[src/rtl/output_deskewer.sv]
// output_deskewer
//   Sits directly downstream of the systolic array. It removes the diagonal
//   skew from the array's column outputs, collects MATRIX_SIZE aligned rows
//   in a row buffer, and then drains them one row per handshake toward the
//   writeback stage.
//
// Handshake: a row transfers on every rising edge where out_valid and
//   out_ready are both high. While out_valid is high and out_ready is low,
//   out_data and out_last hold stable. out_valid never drops without a
//   transfer, except on reset.
//
// Optional feature: define OUTPUT_DESKEWER_OVF_CNT_EN to add ovf_count, a
//   16-bit saturating count of dropped rows.
//
// Ports:
//   clk, reset    clock; asynchronous active-high reset
//   enable_in     advances the deskew delay lines (they hold when low)
//   data_in       skewed column outputs; column j lags column 0 by j cycles
//   valid_in      qualifies data_in[0] of a row
//   out_data      aligned result row
//   out_valid     out_data is valid
//   out_ready     downstream accepts out_data this cycle
//   out_last      out_data is the final row of the matrix
//   stall_out     high while draining; upstream must hold the array
//   ovf           sticky flag: an aligned row arrived while the buffer was full
//   ovf_clear     synchronous clear of ovf
//   ovf_count     (optional) saturating count of dropped rows
//   dbg_state_o   FSM state (0 = COLLECT, 1 = DRAIN)
module output_deskewer #(
  parameter int MATRIX_SIZE = 2,
  parameter int DATA_SIZE   = 32
) (
  input  logic                                  clk,
  input  logic                                  reset,
  input  logic                                  enable_in,
  input  logic [MATRIX_SIZE-1:0][DATA_SIZE-1:0] data_in,
  input  logic                                  valid_in,
  output logic [MATRIX_SIZE-1:0][DATA_SIZE-1:0] out_data,
  output logic                                  out_valid,
  input  logic                                  out_ready,
  output logic                                  out_last,
  output logic                                  stall_out,
  output logic                                  ovf,
  input  logic                                  ovf_clear,
`ifdef OUTPUT_DESKEWER_OVF_CNT_EN
  output logic [15:0]                           ovf_count,
`endif
  output logic                                  dbg_state_o
);

  localparam int PTR_W = (MATRIX_SIZE > 1) ? $clog2(MATRIX_SIZE) : 1;
  localparam logic [PTR_W-1:0] LAST_IDX = PTR_W'(MATRIX_SIZE - 1);

  typedef enum logic {COLLECT = 1'b0, DRAIN = 1'b1} state_t;

  // ---------------------------------------------------------------------
  // Deskew: column j waits MATRIX_SIZE-1-j enabled cycles, so every column
  // of a row lines up with the last column, which passes straight through.
  // ---------------------------------------------------------------------
  logic [MATRIX_SIZE-1:0][DATA_SIZE-1:0] aligned;
  logic                                  row_valid;

  for (genvar j = 0; j < MATRIX_SIZE; j++) begin : g_col
    localparam int DEPTH = MATRIX_SIZE - 1 - j;
    if (DEPTH == 0) begin : g_pass
      assign aligned[j] = data_in[j];
    end else begin : g_dly
      logic [DATA_SIZE-1:0] sr_q [DEPTH];
      always_ff @(posedge clk or posedge reset) begin
        if (reset) begin
          for (int k = 0; k < DEPTH; k++) sr_q[k] <= '0;
        end else if (enable_in) begin
          sr_q[0] <= data_in[j];
          for (int k = 1; k < DEPTH; k++) sr_q[k] <= sr_q[k-1];
        end
      end
      assign aligned[j] = sr_q[DEPTH-1];
    end
  end

  if (MATRIX_SIZE == 1) begin : g_vld_pass
    assign row_valid = valid_in;
  end else begin : g_vld_dly
    logic [MATRIX_SIZE-2:0] vld_q;
    always_ff @(posedge clk or posedge reset) begin
      if (reset) begin
        vld_q <= '0;
      end else if (enable_in) begin
        vld_q[0] <= valid_in;
        for (int k = 1; k < MATRIX_SIZE - 1; k++) vld_q[k] <= vld_q[k-1];
      end
    end
    assign row_valid = vld_q[MATRIX_SIZE-2];
  end

  // ---------------------------------------------------------------------
  // Row buffer and COLLECT/DRAIN control
  // ---------------------------------------------------------------------
  state_t                                state_q, state_d;
  logic [PTR_W-1:0]                      wr_ptr_q, wr_ptr_d;
  logic [PTR_W-1:0]                      rd_ptr_q, rd_ptr_d;
  logic                                  ovf_q, ovf_d;
  logic [MATRIX_SIZE-1:0][DATA_SIZE-1:0] buf_q [MATRIX_SIZE];
  logic                                  wr_en;
  logic                                  ovf_set;
  logic                                  row_in;
  logic                                  is_last;

  assign row_in = row_valid & enable_in;

  always_comb begin
    state_d   = state_q;
    wr_ptr_d  = wr_ptr_q;
    rd_ptr_d  = rd_ptr_q;
    wr_en     = 1'b0;
    ovf_set   = 1'b0;
    is_last   = 1'b0;
    out_valid = 1'b0;
    out_last  = 1'b0;
    stall_out = 1'b0;
    out_data  = '0;

    case (state_q)
      COLLECT: begin
        if (row_in) wr_en = 1'b1;
      end
      DRAIN: begin
        is_last   = (rd_ptr_q == LAST_IDX);
        out_valid = 1'b1;
        stall_out = 1'b1;
        out_last  = is_last;
        out_data  = buf_q[rd_ptr_q];
        if (out_ready) begin
          if (is_last) begin
            rd_ptr_d = '0;
            state_d  = COLLECT;
          end else begin
            rd_ptr_d = rd_ptr_q + PTR_W'(1);
          end
        end
        // The buffer frees up on the final handshake, so a row arriving in
        // that same cycle becomes row 0 of the next matrix (wr_ptr is 0 here).
        if (row_in) begin
          if (out_ready && is_last) wr_en = 1'b1;
          else                      ovf_set = 1'b1;
        end
      end
      default: state_d = COLLECT;
    endcase

    if (wr_en) begin
      if (wr_ptr_q == LAST_IDX) begin
        wr_ptr_d = '0;
        rd_ptr_d = '0;
        state_d  = DRAIN;
      end else begin
        wr_ptr_d = wr_ptr_q + PTR_W'(1);
      end
    end

    // Set beats clear when both occur together.
    if (ovf_set)        ovf_d = 1'b1;
    else if (ovf_clear) ovf_d = 1'b0;
    else                ovf_d = ovf_q;
  end

  always_ff @(posedge clk or posedge reset) begin
    if (reset) begin
      state_q  <= COLLECT;
      wr_ptr_q <= '0;
      rd_ptr_q <= '0;
      ovf_q    <= 1'b0;
      for (int r = 0; r < MATRIX_SIZE; r++) buf_q[r] <= '0;
    end else begin
      state_q  <= state_d;
      wr_ptr_q <= wr_ptr_d;
      rd_ptr_q <= rd_ptr_d;
      ovf_q    <= ovf_d;
      if (wr_en) buf_q[wr_ptr_q] <= aligned;
    end
  end

  assign ovf         = ovf_q;
  assign dbg_state_o = state_q;

`ifdef OUTPUT_DESKEWER_OVF_CNT_EN
  logic [15:0] ovf_count_q, ovf_count_d;

  // An increment beats a simultaneous clear; the count saturates.
  always_comb begin
    ovf_count_d = ovf_count_q;
    if (ovf_set) begin
      if (ovf_count_q != 16'hFFFF) ovf_count_d = ovf_count_q + 16'd1;
    end else if (ovf_clear) begin
      ovf_count_d = '0;
    end
  end

  always_ff @(posedge clk or posedge reset) begin
    if (reset) ovf_count_q <= '0;
    else       ovf_count_q <= ovf_count_d;
  end

  assign ovf_count = ovf_count_q;
`endif

endmodule
[config.mk]
export PLATFORM = sky130hd
export DESIGN_NAME = output_deskewer
export DESIGN_NICKNAME = d
export VERILOG_FILES = /design/src/rtl/output_deskewer.sv
export SDC_FILE = /design/constraint.sdc
export NUM_CORES = 1
export LEC_CHECK = 0
export ABC_AREA = 1
export CORE_AREA = 3 3 125 127
export CTS_CLUSTER_SIZE = 25
export DETAILED_ROUTE_END_ITERATION = 10
export DIE_AREA = 0 0 128 130
export PLACE_DENSITY = 0.79
export SLEW_MARGIN = 40
export SYNTH_ARGS = -nofsm -noshare
export SYNTH_HDL_FRONTEND = slang
export SYNTH_SLANG_ARGS = --single-unit
[constraint.sdc]
create_clock -name clk -period 6.3 [get_ports clk]
set_input_delay 0.945 -clock clk [delete_from_list [all_inputs] [get_ports clk]]
set_output_delay 0.945 -clock clk [all_outputs]
set_load 0.05 [all_outputs]
==> metrics.yaml, run 1 <==
critical_path:
  end_kind: "output pin"
  crit_type: "reg2out"
  crit_fanout: 37
  cp-start-kind: "flop"
  required_ps: 5350
  crit_arrival_ps: 2870
global_route:
  overflow: 0
  antenna_found_initial: 1
  grt_pass1_wl_mm: 31.86
  grt_max_degree: 109
  grt_pass1_vias: 6330
  grtUsageTotal: 0.2379
floorplanning:
  placementRows: 44
  initial_utilization: 0.5269
  core_um2: 14530
  die_w_um: 128
  die_area_um2: 16640
  ios: 139
  fp.dieH_um: 130
synth:
  synthAdderAreaFrac: 0.003268
  synth_top_family_by_area: "simple AND/OR/NAND/NOR gates"
  synth_area_per_cell_um2: 8.692
  ys_warn_count: 0
  synth.distinct_cells: 19
  synth.yosys.seq_area_share: 0.5392
  synth_compound_area_frac: 0.04395
  synth_cells: 881
  synth_mux_area_frac: 0.04853
  synth.net_count: 953
  synth_seq_cells: 165
  synth_simple_gate_area_frac: 0.3000
  synth_xor_area_frac: 0
  synthesis.area_um2: 7657
clock_network:
  insertion_delay_ps: 420
  cts_tree: "built"
  postCtsSetupRepairBufs: 0
  cts_sinks: 165
  clk_path_buf_depth: 2
  cts.htree.levels: 4
  clk_pin_slew_ps: 60
  cts_root_buffer: "clkbuf_16"
  postCtsHoldBufs: 0
  cts-buffers-inserted: 17
  cts_resized: 0
routing:
  vias: 6522
  wl_per_cell_um: 16.46
  drtIter0Drc: 685
  ant_nets: 0
  drc: 0
  first_pass_iters: 5
  vias_per_cell: 5.622
  finalWirelength_mm: 19.09
sta:
  setup_viol: 0
  hold_violations: 0
  worst_pin_slew_ps: 815.5
  slew_viol_final: 0
  hold_ws_ps: 464.3
  max_freq_mhz: 261.9
  timing.final.crit_share: 0.6061
  fin_setup_tns_ps: 0
  min_period_ps: 3818
  rsz0062_at_grt: "false"
  slew_headroom: 0.4564
  clock_skew_ps: 6.087
placement:
  post-place-cells: 1129
  portBuffers: 138
  dpl.hpwl_mm: 11.01
  gp_congestion: 0.7698
finish:
  antenna_cells: 0
  area_growth_pct: 22.79
  drive_above_1_share: 0.08094
  nFillCells: 1233
  instances_no_fill: 1160
  finalNetCount: 1036
power_and_ir_drop:
  power.leakage_nw: 4.518
  ir_worst_vdd_uv: 251.2
  p_per_area_nw_per_um2: 522.4
status:
  status: "finished clean"
flow_run:
  max_cap_viol_count: 0
min_path:
  min_path_type: "reg2reg"
==> final cells by class <==
cell class	count	area (um2)	area share
sequential	165	4135	0.4398
multi-input combinational	624	3035	0.3228
timing repair buffer	147	1444	0.1536
clock buffer	26	489.2	0.05203
tap	184	230.2	0.02448
inverter	9	43.79	0.004657
clock inverter	5	25.02	0.002661
==> logic make-up (layout without fill, tap and decap cells) <==
logic type	Yosys count	count (layout)
and+or+nand+nor	522	522
DFF	165	165
buffers and inverters	92	187
AOI/OAI and AO/OA	67	67
muxes	33	33
adders and majority gates	2	2
==> placed cells by master (no fill, tap or decap), drive strengths merged <==
cell type      instances
nand2                264
o21ai                 66
dfrtp                165
mux2                  33
clkdlybuf4s50        137
o22ai                  1
buf                   10
clkinv                 5
nand3                  2
clkbuf                26
nor2                 128
ha                     2
nand4                128
inv                    9
==> power by group <==
part	internal (W)	switching [W]	total, W
registers	0.00147	0.000272	0.00175
logic	0.000672	0.00158	0.00226
clock network	0.000529	0.000381	0.000910
total	0.00267	0.00224	0.00491
==> metal layers <==
metal  up-vias  GRT usage  wire [um]
li1       3113          -          -
met1      3141     0.3319       8490
met2       240     0.3746       8986
met3        26    0.05731       1362
met4         2    0.06991        240
met5         -          0         13
==> cells in the mapped netlist <==
cell type  count  area (um2)
buf_1          6       22.52
buf_2         33       165.2
buf_4         15       112.6
buf_6          5       56.30
clkbuf_1      20       75.07
clkbuf_4       4       30.03
dfrtp_1      165        4129
ha_1           2       25.02
inv_1          8       30.03
inv_4          1       6.260
mux2_2        33       371.6
nand2_1      262       983.4
nand2_2        2       12.51
nand3_2        2       20.02
nand4_1      128       800.8
nor2_1       128       480.5
o21ai_0       63       315.3
o21ai_1        3       15.01
o22ai_1        1       6.260
==> worst paths after layout <==
check                          start          end  slack [ps]  cells past startpoint
max                         rd_ptr_q  out_data[2]        2480                      5
min                        buf_q[65]    buf_q[65]         460                      2
max reg2reg                 rd_ptr_q    buf_q[56]        2880                      8
min reg2reg                buf_q[65]    buf_q[65]         460                      2
max in group asynchronous      reset   buf_q[126]        3970                      3
min in group asynchronous      reset    buf_q[58]        1040                      2
==> critical path, stage by stage (launching register included) <==
cell and delay (ps):
dfrtp_2 400, inv_2 420, buf_4 500, nor2_1 70, nor2_1 210, clkdlybuf4s50_1 850
==> flip-flops by register name (all words and copies together), names as in the netlist <==
register / count
rd_ptr_q: 1
g_col.g_dly.sr_q: 32
dbg_state_o: 1
buf_q: 128
wr_ptr_q: 1
g_vld_dly.vld_q: 1
ovf: 1
==> stage by stage <==
step | power [W] | area, um2 | util | setup slack [ps]
floorplan | 0.003340 | 7657 | - | 893.3
global placement | 0.003964 | 8884 | 0.6112 | 2546
detailed placement | 0.004012 | 8889 | 0.6116 | 2511
CTS | 0.004934 | 9403 | 0.6470 | 2460
global route | 0.005244 | 9403 | 0.6470 | 2320
finish | 0.004912 | 9403 | 0.6470 | 2482
No activity file was read; power rests on OpenSTA's default activity.
==> inputs of run 2 (changes only) <==
- CORE_AREA: 3 3 125 127 -> 3 3 131 133
- DIE_AREA: 0 0 128 130 -> 0 0 134 136
- PLACE_DENSITY: 0.79 -> 0.76
- clock period: 6.3 -> 3.5 ns (I/O delays scaled with it)
==> run 2 against run 1 <==
  * Cell count increased by 3.7%
  * Count of clock-buffer cells in the layout decreased by 2
  * Clock skew rose by 1.9 ps
  * Critical endpoint is now out_data[30]
  * Critical path type unchanged
  * Highest routed layer is now met4
  * Register-to-register slack got worse by 2000 ps
==> metrics.yaml, run 2 (synthesis results as in run 1) <==
global_route:
  grt_pass1_vias: 6633
  grt_max_degree: 105
  antenna_found_initial: 0
  overflow: 0
  grtUsageTotal: 0.2316
  grt_pass1_wl_mm: 33.71
critical_path:
  crit_arrival_ps: 2780
  rrSetupSlack_ps: 910
  required_ps: 2970
  cpPeakStageDelay_ps: 830
  crit_family: "buffers and inverters"
  cp.depth: 4
  crit_chain: "buf_4, o21ai_0, nor2_1, clkdlybuf4s50_1"
  r2r-end: "buf_q[110]"
  startpoint: "rd_ptr_q"
  crit_fanout: 37
  crit_type: "reg2out"
  end_kind: "output pin"
  crit_buf_inv: 2
  slowest_stage: "clkdlybuf4s50_1"
  r2r-start: "rd_ptr_q"
  cp-start-kind: "flop"
  crit_end: "out_data[30]"
  worstRegToRegCells: 7
min_path:
  min_from: "enable_in"
  min_path_type: "in2reg"
finish:
  finalNetCount: 1046
  antenna_cells: 0
  reg_top3: "buf_q (128), g_col.g_dly.sr_q (32)"
  top_register: "buf_q"
  drive_above_1_share: 0.09524
  largest_reg_flops: 128
  final_common_cell: "nand2_1"
  area_growth_pct: 25.74
  mostFrequentLayoutCells: "nand2_1, dfrtp_1, clkdlybuf4s50_1"
floorplanning:
  placementRows: 46
  core_um2: 15940
  die_w_um: 134
  fp.dieH_um: 136
  initial_utilization: 0.4803
  die_area_um2: 18220
  ios: 139
sta:
  setup_viol: 0
  slew_headroom: 0.5374
  min_period_ps: 3303
  rsz0062_at_grt: "false"
  fin_setup_tns_ps: 0
  timing.final.crit_share: 0.9437
  hold_ws_ps: 447.4
  worst_pin_slew_ps: 692.9
  hold_violations: 0
  slew_viol_final: 0
  max_freq_mhz: 302.8
  clock_skew_ps: 7.994
routing:
  wl_per_cell_um: 17.09
  drtIter0Drc: 565
  drc: 0
  first_pass_iters: 5
  vias: 6689
  finalWirelength_mm: 20.56
  vias_per_cell: 5.560
  ant_nets: 0
clock_network:
  cts_root_buffer: "clkbuf_16"
  cts.htree.levels: 4
  cts_sinks: 165
  cts-buffers-inserted: 17
  postCtsSetupRepairBufs: 0
  cts_resized: 0
  clk_path_buf_depth: 2
  insertion_delay_ps: 410
  postCtsHoldBufs: 0
  cts_tree: "built"
  clk_pin_slew_ps: 60
flow_run:
  max_cap_viol_count: 0
placement:
  portBuffers: 138
  dpl.hpwl_mm: 12.41
  gp_congestion: 0.8038
status:
  status: "finished clean"
power_and_ir_drop:
  power.leakage_nw: 4.610
  p_per_area_nw_per_um2: 954.8
  ir_worst_vdd_uv: 559.0
run 2: cell count changes in the layout (fill, tap and decap cells not counted), moves of 2 or more:
cell | before | now
clkinvlp_4 | 0 | 2
clkbuf_8 | 3 | 5
buf_4 | 9 | 17
bufinv_16 | 0 | 2
clkbuf_1 | 6 | 2
run 2: per-layer routing:
layer	GRT usage	vias up	part of all wire
met1	0.3159	3287	0.45
li1	-	3141	-
met3	0.04552	17	0.058
met5	0	-	0
met2	0.3812	244	0.48
met4	0.06343	0	0.011
run 2: where the power goes:
| part | switching [W] | total, W | leakage [nW] | internal (W) |
|---|---|---|---|---|
| registers | 0.000558 | 0.00321 | 2.03 | 0.00265 |
| logic | 0.00286 | 0.00411 | 2.28 | 0.00125 |
| clock network | 0.000730 | 0.00187 | 0.296 | 0.00114 |
| total | 0.00415 | 0.00919 | 4.61 | 0.00504 |
run 2: metrics by stage:
stage	util	cell area, um2	setup WS, ps	cells	total power (W)
after detailed placement	0.5664	9030	667.8	1171	0.007328
after global routing	0.6039	9628	65.25	1203	0.009779
after CTS	0.6039	9628	215.8	1203	0.009242
final	0.6039	9628	197.0	1203	0.009192
after global placement	0.5647	9002	712.0	1170	0.007237
after floorplan	-	7661	876.2	881	0.006013
run 2: layout make-up:
type / count / area [um2]
clock buffers: 24 / 501.7
fillers: 1413 / 6315
well taps: 216 / 270.3
flip-flops and latches: 165 / 4133
inverters: 9 / 40.04
clock inverters: 8 / 96.34
multi-input cells: 624 / 3035
repair buffers: 157 / 1551
run 2: tightest hold or removal path: stages:
cell and delay [ps]:
buf_2 110, nand2_2 90, o22ai_1 90
run 2: worst min path at each step:
stage | cells after the start | slack [ps] | to
2_1_floorplan | 2 | 440 | buf_q[127]
3_3_place_gp | 2 | 450 | buf_q[116]
3_5_place_dp | 2 | 450 | buf_q[95]
4_1_cts | 3 | 430 | ovf
5_1_grt | 3 | 440 | ovf
6_report | 3 | 450 | ovf
